<file path="src/rtl/mips_harvard_mem_sequencer.sv">
// Serialises each instruction's fetch and optional data access of a Harvard MIPS core
// onto one single-port memory, then releases the core for exactly one clock.
module mips_harvard_mem_sequencer (
   input  logic        clk,
   input  logic        reset,
   input  logic        clk_enable,
   input  logic        cpu_active,
   output logic        cpu_clk_enable,
   input  logic [31:0] cpu_instr_address,
   output logic [31:0] cpu_instr_readdata,
   input  logic [31:0] cpu_data_address,
   input  logic        cpu_data_read,
   input  logic        cpu_data_write,
   input  logic [31:0] cpu_data_writedata,
   output logic [31:0] cpu_data_readdata,
   output logic [31:0] mem_address,
   output logic        mem_read,
   output logic        mem_write,
   output logic [31:0] mem_writedata,
   input  logic [31:0] mem_readdata,
   input  logic        mem_waitrequest,
   output logic [31:0] stall_cycles,
   output logic        protocol_error
);

   typedef enum logic [2:0] {
      FETCH_REQ,
      FETCH_WAIT,
      DATA_REQ,
      DATA_WAIT,
      COMMIT,
      HALTED
   } state_t;

   state_t state, state_next;
   logic   conflict;

   always_ff @(posedge clk or posedge reset) begin
      if (reset) begin
         state <= FETCH_REQ;
      end else begin
         state <= state_next;
      end
   end

   always_comb begin
      state_next     = state;
      mem_address    = 32'h0;
      mem_read       = 1'b0;
      mem_write      = 1'b0;
      mem_writedata  = 32'h0;
      cpu_clk_enable = 1'b0;
      conflict       = 1'b0;
      unique case (state)
         FETCH_REQ: begin
            if (!cpu_active) begin
               state_next = HALTED;
            end else if (clk_enable) begin
               mem_read    = 1'b1;
               mem_address = cpu_instr_address;
               if (!mem_waitrequest) state_next = FETCH_WAIT;
            end
         end
         FETCH_WAIT: state_next = DATA_REQ;
         DATA_REQ: begin
            // A simultaneous read and write is resolved as a read; the write is dropped.
            if (cpu_data_read) begin
               conflict    = cpu_data_write;
               mem_read    = 1'b1;
               mem_address = cpu_data_address;
               if (!mem_waitrequest) state_next = DATA_WAIT;
            end else if (cpu_data_write) begin
               mem_write     = 1'b1;
               mem_address   = cpu_data_address;
               mem_writedata = cpu_data_writedata;
               if (!mem_waitrequest) state_next = COMMIT;
            end else begin
               state_next = COMMIT;
            end
         end
         DATA_WAIT: state_next = COMMIT;
         COMMIT: begin
            cpu_clk_enable = 1'b1;
            state_next     = FETCH_REQ;
         end
         HALTED: state_next = HALTED;
         default: state_next = FETCH_REQ;
      endcase
      // Outputs go quiet the instant reset rises, not at the next edge.
      if (reset) begin
         mem_address    = 32'h0;
         mem_read       = 1'b0;
         mem_write      = 1'b0;
         mem_writedata  = 32'h0;
         cpu_clk_enable = 1'b0;
         conflict       = 1'b0;
      end
   end

   always_ff @(posedge clk or posedge reset) begin
      if (reset) begin
         cpu_instr_readdata <= 32'h0;
         cpu_data_readdata  <= 32'h0;
         stall_cycles       <= 32'h0;
         protocol_error     <= 1'b0;
      end else begin
         if (state == FETCH_WAIT) cpu_instr_readdata <= mem_readdata;
         if (state == DATA_WAIT) cpu_data_readdata <= mem_readdata;
         if ((state != HALTED) && (state != COMMIT)) stall_cycles <= stall_cycles + 32'd1;
         if (conflict) protocol_error <= 1'b1;
      end
   end

endmodule

</file>
<file path="config.mk">
export PLATFORM = sky130hd
export DESIGN_NAME = mips_harvard_mem_sequencer
export DESIGN_NICKNAME = d
export VERILOG_FILES = /design/src/rtl/mips_harvard_mem_sequencer.sv
export SDC_FILE = /design/constraint.sdc
export NUM_CORES = 1
export LEC_CHECK = 0
export ABC_AREA = 1
export BUFFER_PORTS_ARGS = -buffer_cell sky130_fd_sc_hd__buf_4
export CORE_MARGIN = 2
export CORE_UTILIZATION = 35
export CTS_CLUSTER_SIZE = 30
export DETAILED_ROUTE_END_ITERATION = 8
export PLACE_DENSITY = 0.67
export SLEW_MARGIN = 20
export SYNTH_ARGS = -nofsm -noshare
export SYNTH_HDL_FRONTEND = slang
export SYNTH_SLANG_ARGS = --single-unit
</file>
<file path="constraint.sdc">
create_clock -name clk -period 5.44 [get_ports clk]
set_clock_uncertainty 0.05 [all_clocks]
set_input_delay 0.544 -clock clk [delete_from_list [all_inputs] [get_ports clk]]
set_output_delay 0.544 -clock clk [all_outputs]
set_load 0.05 [all_outputs]
</file>
==> results of run 1 <==
## stage by stage
step / power, mW / hold slack [ns]
6_report: 4.15 / 0.310
5_1_grt: 4.41 / 0.348
4_1_cts: 4.20 / 0.317
3_5_place_dp: 3.49 / 0.415
3_3_place_gp: 3.47 / 0.417
2_1_floorplan: 2.79 / 0.645
## report_power, final
| part | switching [mW] | internal, mW | leakage [nW] |
|---|---|---|---|
| clock network | 0.284 | 0.409 | 0.158 |
| logic | 1.60 | 0.636 | 2.79 |
| registers | 0.195 | 1.02 | 1.26 |
| total | 2.08 | 2.07 | 4.21 |
## worst register-to-register path, delay by kind of cell (launching register included)
kind	cells	cell delay, ns
and+or+nand+nor	4	1.07
DFF	1	0.47
xor gates and xnor gates	1	0.13
## cells in the final DEF, fill, tap and decap left out, drive strengths merged
cell type / netlist / final
a21oi: 34 / 34
buf: 20 / 301
bufinv: 0 / 2
clkbuf: 15 / 10
clkinv: 0 / 1
dfrtp: 100 / 100
ha: 1 / 1
inv: 102 / 105
nand2: 180 / 180
nand3: 18 / 18
nand3b: 5 / 5
nand4: 39 / 39
nor2: 73 / 73
nor3: 6 / 6
o21ai: 68 / 68
o21bai: 1 / 1
o22ai: 2 / 2
xnor2: 12 / 12
xor2: 10 / 10
## worst max path at each step
stage	start	to	depth (start not counted)
floorplan	reset	mem_writedata[0]	4
global placement	reset	mem_writedata[31]	5
detailed placement	reset	mem_writedata[31]	5
CTS	reset	mem_writedata[31]	5
global route	reset	mem_writedata[31]	5
finish	state[0]	mem_writedata[31]	6
## per-layer routing
metal | GRT usage (%) | up-vias
met5 | 0 | -
met4 | 4.40 | 0
met3 | 5.53 | 16
met2 | 31.8 | 196
met1 | 25.9 | 2385
li1 | - | 2712
## area by class of cell
cell class / count / area [sq um] / area share [%]
well taps: 188 / 235 / 2.96
flip-flops and latches: 100 / 2500 / 31.5
clock inverters: 6 / 95.1 / 1.20
repair buffers: 301 / 2260 / 28.4
clock buffers: 10 / 229 / 2.88
multi-input cells: 449 / 2250 / 28.2
inverters: 102 / 385 / 4.85
## logic make-up (layout without fill, tap and decap cells)
family | after synthesis | after routing
XOR/XNOR | 22 | 22
adder cells (fa/ha/maj) | 1 | 1
AO/OA/AOI/OAI | 105 | 105
buffers and inverters | 137 | 419
flip-flops | 100 | 100
AND/OR/NAND/NOR | 321 | 321
## flip-flops by register name, summed over array words and instances, names as in the netlist
signal / flops
cpu_data_readdata: 32
state: 3
protocol_error: 1
cpu_instr_readdata: 32
stall_cycles: 32
==> results.md, run 1 <==
Synth:
- The cell accounting for the most synthesized area is dfrtp_1.
- After synthesis, the mean cell area works out to 7.77 sq um.
- The synthesized netlist cell count is just under 700.
- By area, the combinational part of the netlist is dominated by simple AND/OR/NAND/NOR gates.
- When the netlist entered floorplanning its net count stood at approximately 820.
- The top-area cell type share of the netlist area is 46.9%.
- Ranked by total cell area, the synthesized netlist is headed by dfrtp_1 (47%), nand2_1 (13%), inv_1 (6.9%).
- Multiplexer cells account for 0% of the synthesized area.
- By count the netlist is led by nand2_1 (179), dfrtp_1 (100), inv_1 (98).
- The number of different library cells used by synthesis comes to 28.
- The Yosys step of the flow raised 0 warnings.
- The cell with the most instances after synthesis is nand2_1.
- After Yosys synthesis, and, or, nand and nor cells account for around 28% of the synthesized area.
- The post-synthesis register bit count is 100.
- The part of the Yosys area used for sequential elements is between 40% and 50%.
- The complex-gate fraction of the synthesized area is 10.0%.
- Summing the areas of all fa, ha and maj instances in the mapped netlist gives 0.235% of the synthesized area.
- For this run, the leading register cell type out of synthesis is dfrtp_1.
- The fraction of synthesized cell area in xor and xnor cells is 3.62%.
- Counting flops with a built-in enable in the synthesized netlist gives 0.
- In the synthesized netlist the async set-or-reset flop fraction comes to 100%.
- The cell area that synthesis handed to floorplanning was 0.00533 sq mm.

Place:
- At the placement stage, the worst setup path has a slack of 2.36 ns.
- The number of cells after detailed placement is roughly 1100.
- The final weighted congestion in routability-driven placement is 0.835.
- The count of buffers added on input and output ports is 298.
- In this run the cell area measured after placement is 0.00762 sq mm.
- The half-perimeter wire length after detailed placement is 12000 um.

Worst setup path:
- The worst setup path is captured at an output port.
- The number of cells on the worst reg-to-reg path is 5.
- The critical path contains buffers and inverters numbering 2 combined.
- In this design, the largest share of critical-path delay is due to simple AND/OR/NAND/NOR gates.
- Data on the critical path arrives at its endpoint at 2.46 ns.
- The critical-path maximum fanout is 33.
- The slack of the worst reg-to-reg path is 3.60 ns.
- The launch point of the worst reg-to-reg path is state[2].
- The worst stage delay on the critical path is 0.67 ns.
- The cell with the largest stage delay on the worst path is nand3_2.
- The startpoint type of the worst setup path is a flop.
- The worst setup path category is reg -> out.
- Walking the worst path, the cells encountered are nor3_4 -> inv_2 -> nor2_2 -> nand3_2 -> nor2_1 -> buf_4.
- The worst register-to-register path ends at stall_cycles[22].
- STA puts the critical path data required time at about 4.9 ns.

Cells and area:
- After routing the design area is 0.00795 sq mm.
- The final layout contains between 1000 and 1500 nets.
- The antenna diode count is 0.
- After filler insertion, the fill cell instance count of the layout stands at 1512.
- Relative to the synthesized area, the layout overhead comes to 49.2%.
- For this run, the number of standard cells in the final layout without fillers is 1156.
- The layout cell share with drive strength beyond 1 is 37.5%.
- The final cell utilization of the core is 52.9%.

Clock network:
- The tree built by TritonCTS fans out to 100 sinks.
- The cell at the root of the clock tree is clkbuf_16.
- In this run the post-CTS setup repair buffer count came out at 0.
- The longest clock path from root to sink contains 2 buffers.
- The H-tree was split into 3 levels.
- The clock edge transition at the registers on the reported setup and hold paths is 0.07 ns.
- The CTS buffer count is 9.
- The number of gates given a new drive strength after cts is 0.
- The number of hold buffers added after CTS is 0.
- The clock latency on the worst-skew pair is 0.34 ns.
- TritonCTS built the clock tree.

Detailed routing:
- The routed design has 16000 um of wire.
- Using the TritonRoute via totals, the vias-per-cell ratio works out to about 4.6.
- Summed over all nets, wire length on met3 after detailed routing comes to 1070 um.
- The pre-antenna-repair detailed-routing pass consisted of 4 iterations.
- The highest metal layer carrying signal wires in the routed design is met4.
- The first routing iteration left 317 violations.
- Dividing the detail-routed wire length by the instance count gives 13.8 um.
- The number of routed nets with antenna violations is 0.
- Across all layers, the routed design uses ~5300 vias.
- The met1 routed wirelength after detailed routing is 7070 um.
- For this run, design rule violations remaining after detail routing come to 0.
- After detailed routing, the met2 layer carries 7630 um of wire.

Floorplan:
- The initial cell density of the core is around 35%.
- In this run the core area contains 45 standard-cell rows.
- The core region is 0.0150 sq mm.
- The die is 127 um wide.
- The die is 127 um tall.
- The die covers 0.0162 sq mm.
- 299 I/O pins were placed.

Timing:
- The total setup violations reported at the end of the flow is 0.
- Timing would allow up to 0.327 GHz.
- For the pin with the worst max-slew slack, the measured transition is a little over 0.9 ns.
- The count of final max-slew check failures was 0.
- The clock period minus worst slack is 3.05 ns.
- The worst pin sits at a relative slew slack of 38.9%.
- The post-route worst setup slack is roughly 2.4 ns.
- The hold violation count in the final report came to 0.
- After layout, the worst path uses 56.2% of the clock period.
- Setup repair after global routing left no endpoint under its margin.
- The total negative slack is 0 ns.

Pwr:
- In this run the power density over the cells is 522 mW/mm^2.
- The maximum VDD drop is 420 uV.
- The leakage component of the power is 4.21 nW.

Job:
- The tool flagged a number of max-cap violations equal to 0.

Global route:
- The maximum number of pins on one net before global-route repair is 73.
- In the global route stage, overall resource usage came out at 19.5%.
- The initial antenna violation count came to 0.
- The wire length of the first global-routing pass is 25600 um.
- The via count of the first global-routing pass is just under 5000.
- After global routing the overflow that remains totals 0.

Outcome:
- The flow ran to the end, and the final reports show no timing, DRC or antenna violations.

Worst hold path:
- The worst hold-check path type is in -> async.
(Power assumes the default switching activity.)
==> run 2, diff against run 1 <==
--- a/config.mk
+++ b/config.mk
@@ -11,7 +11,7 @@
 export CORE_UTILIZATION = 35
 export CTS_CLUSTER_SIZE = 30
 export DETAILED_ROUTE_END_ITERATION = 8
-export PLACE_DENSITY = 0.67
+export PLACE_DENSITY = 0.69
 export SLEW_MARGIN = 20
 export SYNTH_ARGS = -nofsm -noshare
 export SYNTH_HDL_FRONTEND = slang
==> constraint.sdc (replaced) <==
create_clock -name clk -period 2.5 [get_ports clk]
set_clock_uncertainty 0.05 [all_clocks]
set_input_delay 0.25 -clock clk [delete_from_list [all_inputs] [get_ports clk]]
set_output_delay 0.25 -clock clk [all_outputs]
set_load 0.05 [all_outputs]
==> run 2 against run 1 <==
Sequential share of layout area decreased by 0.12 points. Non-clock buffer count increased by 6. Design area increased by 0.39%. Utilization increased by 0.21 points. Sequential power increased by 120%. Combinational power increased by 120%. Setup slack got worse by 2.2 ns. Largest cell class unchanged. Worst hold slack got worse by 0.18 ns. Die area unchanged.
==> results.md, run 2 (same netlist as run 1, synthesis figures left out) <==
Worst hold path:
- The terminating pin of the worst hold path is cpu_instr_readdata[12].
- The launch point of the worst hold path is mem_readdata[12].
- The worst hold path passes through 3 cells.
- The worst hold-check path type is in -> reg.

Worst setup path:
- The family with the most delay on the worst path is buffers and inverters.
- The startpoint type of the worst setup path is a flop.
- The signal arrival time at the worst endpoint is 2.00 ns (-0.46 ns).
- The critical-path maximum fanout came to 32 (-3.0%).
- The data required time at the worst endpoint came to 2.20 ns (-2.65 ns).
- The number of cells on the worst reg-to-reg path came to 5 (unchanged).
- The number of buffer and inverter instances along the worst setup path is 2 (unchanged).
- Traced cell by cell, the critical path runs through nor3_4 -> o21ai_2 -> clkinv_2 -> nand2_1 -> a21oi_1 -> buf_4.
- The number of gates on the worst path with buffers counted is 6 (unchanged).
- The launch point of the worst reg-to-reg path is state[2].
- The worst register-to-register path ends at cpu_instr_readdata[21].
- The slack of the worst reg-to-reg path is 0.67 ns (-2.93 ns).
- The worst stage delay on the critical path is 0.48 ns (-0.19 ns).
- The cell with the largest stage delay on the worst path is dfrtp_1.
- The endpoint class of the critical path is an output port.
- The worst setup path category is reg -> out.

Pwr:
- The switching power was 4.60 mW (+120%).
- The total power per unit cell area was 1120 mW/mm^2 (+110%).
- The internal power contribution is 4.35 mW (+110%).
- The part of the total power dissipated in combinational logic is 54.8% (+0.8 points).
- The switching part of the total power is 51.4% (+1.2 points).
- The leakage component of the power is 4.21 nW (about the same).
- The clock power share is 15.5% (-1.2 points).
- The maximum VDD drop is 1030 uV (+140%).
- The share of power burned in registers is 29.7% (+0.4 points).

Timing:
- The actual slew at the worst max-slew pin is 0.739 ns (-0.177 ns).
- The total negative slack is 0 ns (unchanged).
- The final-layout worst hold slack was 0.126 ns (-0.184 ns).
- Based on the critical path, the design can be clocked at up to 0.435 GHz.
- Setup repair after global routing left no endpoint under its margin.
- The count of final max-slew check failures is 0 (unchanged).
- The post-route worst setup slack is 0.201 ns (-2.18 ns).
- The total setup violations reported at the end of the flow is 0 (unchanged).
- The hold violation count in the final report is 0 (unchanged).
- The tightest slew margin relative to the limit is 50.7% (+12 points).
- The final critical path takes up 92.0% of the cycle.
- For the finished layout, the period the worst path requires is 2.30 ns.

Cells and area:
- The count of placed standard cells in the final layout, fillers left out is 1162 (+0.52%).
- The layout cell share with drive strength beyond 1 is 38.1% (+0.59 points).
- The largest registers in the layout are cpu_data_readdata: 32 flops, cpu_instr_readdata: 32 flops, stall_cycles: 32 flops.
- The layout net count is 1105 (+0.55%).
- The library cell used most frequently in the layout, excluding fill and tap cells, is buf_4.
- The antenna diode count is 0 (unchanged).
- In the layout the commonest cells are buf_4 (307), nand2_1 (179), dfrtp_1 (100).
- Relative to the synthesized area, the layout overhead comes to 49.8%.
- The final cell utilization of the core is 53.1% (+0.21 points).

Clock network:
- The CTS buffer count came to 9 (unchanged).
- The post-CTS setup repair buffer count is 0 (unchanged).
- The clock latency on the worst-skew pair was 0.34 ns (about the same).
- The clock sink count was 100 (unchanged).
- The number of buffers on the longest clock path is 2 (unchanged).
- The clock tree from TritonCTS is done.
- The number of levels the H-tree was split into came to 3 (unchanged).
- The cell sitting at the root of the clock tree is a clkbuf_16.
- The clock edge transition at the registers on the reported setup and hold paths is 0.08 ns (about the same).

Floorplan:
- The number of top-level design ports is 299 (unchanged).
- The die outline width is 127 um (unchanged).
- The initial cell density of the core is 35.5% (unchanged).
- The core region area came to 0.0150 sq mm (unchanged).
- The number of rows created at floorplan was 45 (unchanged).
- The die area is 0.0162 sq mm (unchanged).
- The floorplan die height was 127 um (unchanged).

Detailed routing:
- The initial detailed-routing violation count is 255 (-20%).
- The final wirelength came to 15600 um (-2.5%).
- The average routed wire per standard cell was 13.4 um (-3.0%).
- The number of iterations in the first detailed-routing pass is 4 (unchanged).
- The detailed-route via count was 5347 (+0.72%).
- The number of vias per cell was 4.60 (+0.20%).
- The remaining design rule violation count is 0 (unchanged).
- The number of routed nets with antenna violations came to 0 (unchanged).

Outcome:
- The run finished with clean final reports.

Place:
- The worst slack at placement is 0.457 ns (-1.90 ns).
- The number of buffers added on ports came to 298 (unchanged).
- The half-perimeter wire length after detailed placement is 11800 um (-1.5%).
- The final weighted congestion in routability-driven placement was 0.843 (+0.86%).
- The number of cells after detailed placement is 1146 (+0.53%).

Global route:
- The wire length of the first global-routing pass was 25500 um (-0.40%).
- The total global-route track usage is 19.1% (-0.36 points).
- The overall overflow remaining after global route is 0 (unchanged).
- The initial antenna violation count is 0 (unchanged).
- The via count of the first global-routing pass is 5060 (+1.7%).
- The maximum number of pins on one net before global-route repair is 65 (-11%).

Job:
- The max-cap check violation count was 0 (unchanged).
## run 2: changes by cell type in the layout (fill, tap and decap cells not counted), moves of 2 or more
cell        previous run  this run
buf_4                301       307
bufinv_16              2         0
clkinvlp_4             0         2
inv_8                  0         2
nor2_2                32        30
nor2_4                 3         5
## run 2: layout make-up
cell class / count / area [sq um]
fillers: 1424 / 7050
flip-flops and latches: 100 / 2500
repair buffers: 307 / 2300
multi-input cells: 449 / 2250
inverters: 102 / 392
well taps: 188 / 235
clock buffers: 9 / 225
clock inverters: 7 / 73.8
## run 2: worst max path at each step
stage          startpoint         endpoint  slack, ns
2_1_floorplan       reset        mem_write      -0.54
3_3_place_gp     state[0]   mem_address[6]       0.54
3_5_place_dp     state[2]   mem_address[2]       0.46
4_1_cts          state[2]   mem_address[2]       0.08
5_1_grt          state[2]  mem_address[11]       0.03
6_report         state[2]   mem_address[2]       0.20
## run 2: tightest hold or removal path, cell delays in order
cell and delay, ns:
buf_4 0.10, inv_1 0.05, o21ai_0 0.08
## run 2: what timing repair did
| item | CTS | global route |
|---|---|---|
| hold buffers | 0 | 0 |
| gates resized for setup | 0 | 1 |
| setup endpoints to repair | 0 | 28 |
## run 2: power groups by stage
| stage | Sequential (mW) | Combinational, mW | Clock, mW |
|---|---|---|---|
| final | 2.65 | 4.90 | 1.39 |
| after global routing | 2.74 | 5.27 | 1.50 |
| after CTS | 2.66 | 4.95 | 1.43 |
| after detailed placement | 2.66 | 4.96 | 0 |
| after global placement | 2.65 | 4.90 | 0 |
| after floorplan | 4.62 | 1.45 | 0 |
## run 2: through the flow
step           instance area (sq um)  total power [mW]
2_1_floorplan                   5370              6.07
3_3_place_gp                    7680              7.56
3_5_place_dp                    7680              7.62
4_1_cts                         7980              9.04
5_1_grt                         7980              9.51
6_report                        7980              8.95
## run 2: metal layers
metal | GRT usage, % | wire length, um | share of wire, % | vias to the layer above
met3 | 5.65 | 1260 | 8.1 | 17
met1 | 25.3 | 6780 | 44 | 2408
met5 | 0 | 0 | 0 | -
met4 | 3.62 | 129 | 0.83 | 0
met2 | 31.5 | 7380 | 47 | 202
li1 | - | - | - | 2720
==> run 3, diff against run 2 <==
--- a/config.mk
+++ b/config.mk
@@ -5,13 +5,12 @@
 export SDC_FILE = /design/constraint.sdc
 export NUM_CORES = 1
 export LEC_CHECK = 0
-export ABC_AREA = 1
 export BUFFER_PORTS_ARGS = -buffer_cell sky130_fd_sc_hd__buf_4
 export CORE_MARGIN = 2
 export CORE_UTILIZATION = 35
 export CTS_CLUSTER_SIZE = 30
 export DETAILED_ROUTE_END_ITERATION = 8
-export PLACE_DENSITY = 0.69
+export PLACE_DENSITY = 0.72
 export SLEW_MARGIN = 20
 export SYNTH_ARGS = -nofsm -noshare
 export SYNTH_HDL_FRONTEND = slang
==> run 3 against run 2 <==
Non-clock buffer count did not move. First-iteration DRC count fell by 38%. Combinational power rose by 5.1%. Synthesized cell count fell by 42%.
==> results.md, run 3 <==
Synth:
- The post-synthesis register bit count is 100 (unchanged).
- The top-area cell type share of the netlist area is 53.0% (+6.1 points).
- The summed instance area of the synthesized netlist was 0.00472 sq mm (-11%).
- Summed over all instances, the cell type with the most area after synthesis is dfrtp_1.
- The number of synthesized flops with an enable pin was 0 (unchanged).
- The part of the Yosys area used for sequential elements is 53.0% (+6.1 points).
- Yosys attributes the largest share of cell area to dfrtp_1 (53%), mux2_2 (15%), a22oi_1 (5.1%).
- The post-synthesis cell type count is 37 (+32%).
- The synthesized netlist cell count is 398 (-42%).
- Yosys instantiated no cell more often than dfrtp_1.
- The mean instance size in the synthesized netlist is 11.9 sq um (+53%).
- The async set-reset flop share out of synthesis is 100% (unchanged).
- For this run, the leading register cell type out of synthesis is dfrtp_1.
- The synthesized net count is 534 (-35%).
- The count of warnings emitted by yosys is 0 (unchanged).
- By count the netlist is led by dfrtp_1 (100), mux2_2 (64), nor2_1 (42).

Cells and area:
- The antenna diode count is 0 (unchanged).
- The count of fill cells added during filler insertion is 1183 (-17%).
- The layout net count is 828 (-25%).
- The final cell utilization of the core is 57.3% (+4.1 points).
- In the layout the commonest cells are buf_4 (305), dfrtp_1 (100), mux2_2 (64).
- Relative to the synthesized area, the layout overhead comes to 60.1%.
- The layout cell share with drive strength beyond 1 was 62.1% (+24 points).
- The final design instance area without fill is 0.00755 sq mm (-5.4%).
- Leaving out fill and tap cells, the most frequent cell in the layout is buf_4.
- In the final layout, the registers with the most flip-flops are cpu_data_readdata: 32 flops, cpu_instr_readdata: 32 flops, stall_cycles: 32 flops.

Timing:
- The actual slew at the worst max-slew pin came to 0.732 ns (-0.00701 ns).
- The tightest slew margin relative to the limit is 51.2% (+0.47 points).
- The total setup violations reported at the end of the flow is 0 (unchanged).
- The clock period minus worst slack came to 2.38 ns (+0.0849 ns).
- The count of final max-slew check failures is 0 (unchanged).
- The post-route worst setup slack is 0.116 ns (-0.0849 ns).
- The share of the clock period used by the worst path is 95.4% (+3.4 points).
- The final-layout worst hold slack was 0.0350 ns (-0.0914 ns).
- The hold violation count in the final report came to 0 (unchanged).
- The upper clock frequency limit is 0.419 GHz (-3.6%).

Global route:
- The overall overflow remaining after global route came to 0 (unchanged).
- The via count of the first global-routing pass is 4385 (-13%).
- The wire length of the first global-routing pass is 23000 um (-9.6%).
- The maximum number of pins on one net before global-route repair was 60 (-7.7%).
- The total global-route track usage is 20.2% (+1.1 points).
- The initial antenna violation count is 0 (unchanged).

Floorplan:
- The number of top-level design ports came to 299 (unchanged).
- The floorplan die height is 120 um (-5.7%).
- The die area was 0.0144 sq mm (-11%).
- The die outline width is 120 um (-5.7%).
- The initial cell density of the core is 35.8% (+0.32 points).
- The core region area is 0.0132 sq mm (-12%).
- The number of rows created at floorplan is 42 (-6.7%).

Worst setup path:
- The number of buffer and inverter instances along the worst setup path was 2 (unchanged).
- The critical-path maximum fanout was 34 (+6.3%).
- The data required time at the worst endpoint came to 2.20 ns (about the same).
- The number of cells on the worst reg-to-reg path is 5 (unchanged).
- The worst stage delay on the critical path came to 0.52 ns (+0.04 ns).
- The largest individual stage delay along the critical path comes from the cell dfrtp_1.
- Walking the worst path, the cells encountered are o21ai_0 -> nor3_4 -> buf_4 -> a22oi_1 -> nor2_1 -> buf_4.
- The worst setup path is of the reg -> out kind.
- The signal arrival time at the worst endpoint came to 2.08 ns (+0.08 ns).
- The endpoint class of the critical path is an output port.
- The slack of the worst reg-to-reg path was 0.44 ns (-0.23 ns).
- Grouping stages by cell kind, the critical path spends the most delay in buffers and inverters.
- The worst register-to-register path ends at stall_cycles[29].
- The cell occurring most often along the worst timing path is buf_4.
- The worst register-to-register path begins at state[1].
- The worst setup path is launched from a flop.

Detailed routing:
- The average routed wire per standard cell is 17.1 um (+28%).
- The number of vias per cell is 4.91 (+6.6%).
- The remaining design rule violation count was 0 (unchanged).
- The number of iterations in the first detailed-routing pass is 6 (+2).
- The initial detailed-routing violation count is 158 (-38%).
- The detailed-route via count was 4283 (-20%).
- The number of routed nets with antenna violations is 0 (unchanged).
- The final wirelength came to 14900 um (-4.0%).

Place:
- The number of buffers added on ports is 298 (unchanged).
- The final weighted congestion in routability-driven placement is 0.750 (-11%).
- The half-perimeter wire length after detailed placement is 11400 um (-3.2%).
- The worst slack at placement is 0.373 ns (-0.0831 ns).
- The placed cell area was 0.00721 sq mm (-6.1%).

Clock network:
- The clock latency on the worst-skew pair came to 0.34 ns (about the same).
- The post-CTS setup repair buffer count is 0 (unchanged).
- TritonCTS built the clock tree.
- The number of levels the H-tree was split into came to 3 (unchanged).
- The clock edge transition at the registers on the reported setup and hold paths is 0.07 ns (about the same).
- The CTS buffer count is 9 (unchanged).
- The number of buffers on the longest clock path is 2 (unchanged).
- The cell at the root of the clock tree is clkbuf_16.
- The clock sink count is 100 (unchanged).

Worst hold path:
- The worst hold path belongs to the class in -> async.

Pwr:
- The leakage component of the power is 3.68 nW (-12%).
- The total power per unit cell area was 1230 mW/mm^2 (+9.8%).
- The maximum VDD drop is 1120 uV (+9.4%).
- The overall power was 9.29 mW (+3.9%).

Job:
- The max-cap check violation count is 0 (unchanged).

Outcome:
- The flow ran to the end, and the final reports show no timing, DRC or antenna violations.
[run 3: changes by cell type after synthesis, sizes merged, moves of 31 or more]
| cell | before | now |
|---|---|---|
| a21oi | 34 | 1 |
| a22oi | 0 | 32 |
| and2 | 0 | 34 |
| inv | 102 | 4 |
| mux2 | 0 | 65 |
| nand2 | 180 | 14 |
| nand4 | 39 | 7 |
| nor2 | 73 | 42 |
| o21ai | 68 | 3 |
[run 3: area by class of cell]
cell class	count	area, sq um	area share (%)
repair buffers	307	2320	30.7
inverters	4	18.8	0.249
clock buffers	9	225	2.98
multi-input cells	270	2180	28.8
flip-flops and latches	100	2500	33.1
well taps	176	220	2.92
clock inverters	7	92.6	1.23
[run 3: timing repair]
item                                    4_1_cts  5_1_grt
gates resized for setup                       0        4
hold buffers                                  0        0
endpoints found under the setup margin        0       40
[run 3: worst max path at each step]
stage	slack, ns	end	cells after the start	from
after detailed placement	0.37	mem_address[9]	3	state[2]
after global routing	-0.03	mem_address[5]	6	state[2]
after floorplan	-0.30	mem_writedata[22]	5	reset
after global placement	0.49	mem_address[2]	6	state[2]
after CTS	0.006	mem_address[9]	6	state[2]
final	0.12	mem_address[9]	6	state[1]
[run 3: tightest hold or removal path: stages]
cell and delay [ns]:
buf_4 0.13, clkinvlp_4 0.06, buf_4 0.45
[run 3: report_power, final]
| group | leakage, nW | total [mW] | switching, mW | internal, mW |
|---|---|---|---|---|
| Combinational | 2.30 | 5.15 | 3.36 | 1.80 |
| Sequential | 1.23 | 2.67 | 0.425 | 2.25 |
| Clock | 0.156 | 1.47 | 0.661 | 0.805 |
[run 3: through the flow]
stage          cells  setup TNS (ns)
6_report         873               0
5_1_grt          873          -0.116
4_1_cts          873               0
3_5_place_dp     857               0
3_3_place_gp     857               0
2_1_floorplan    398           -9.56
[run 3: cell families after synthesis]
group	Yosys count	synth area share, %
compound gates	41	6.39
flops	100	53.0
xor+xnor	31	5.75
simple gates	132	16.1
fa+ha+maj	1	0.265
buf+inv	28	2.97
mux	65	15.5
[run 3: routing by layer]
metal | global-route usage, % | vias to the layer above | routed length (um)
met4 | 10.0 | 0 | 668
li1 | - | 1975 | -
met3 | 6.65 | 31 | 1400
met5 | 0 | - | 0
met1 | 21.8 | 2059 | 5360
met2 | 35.5 | 218 | 7510
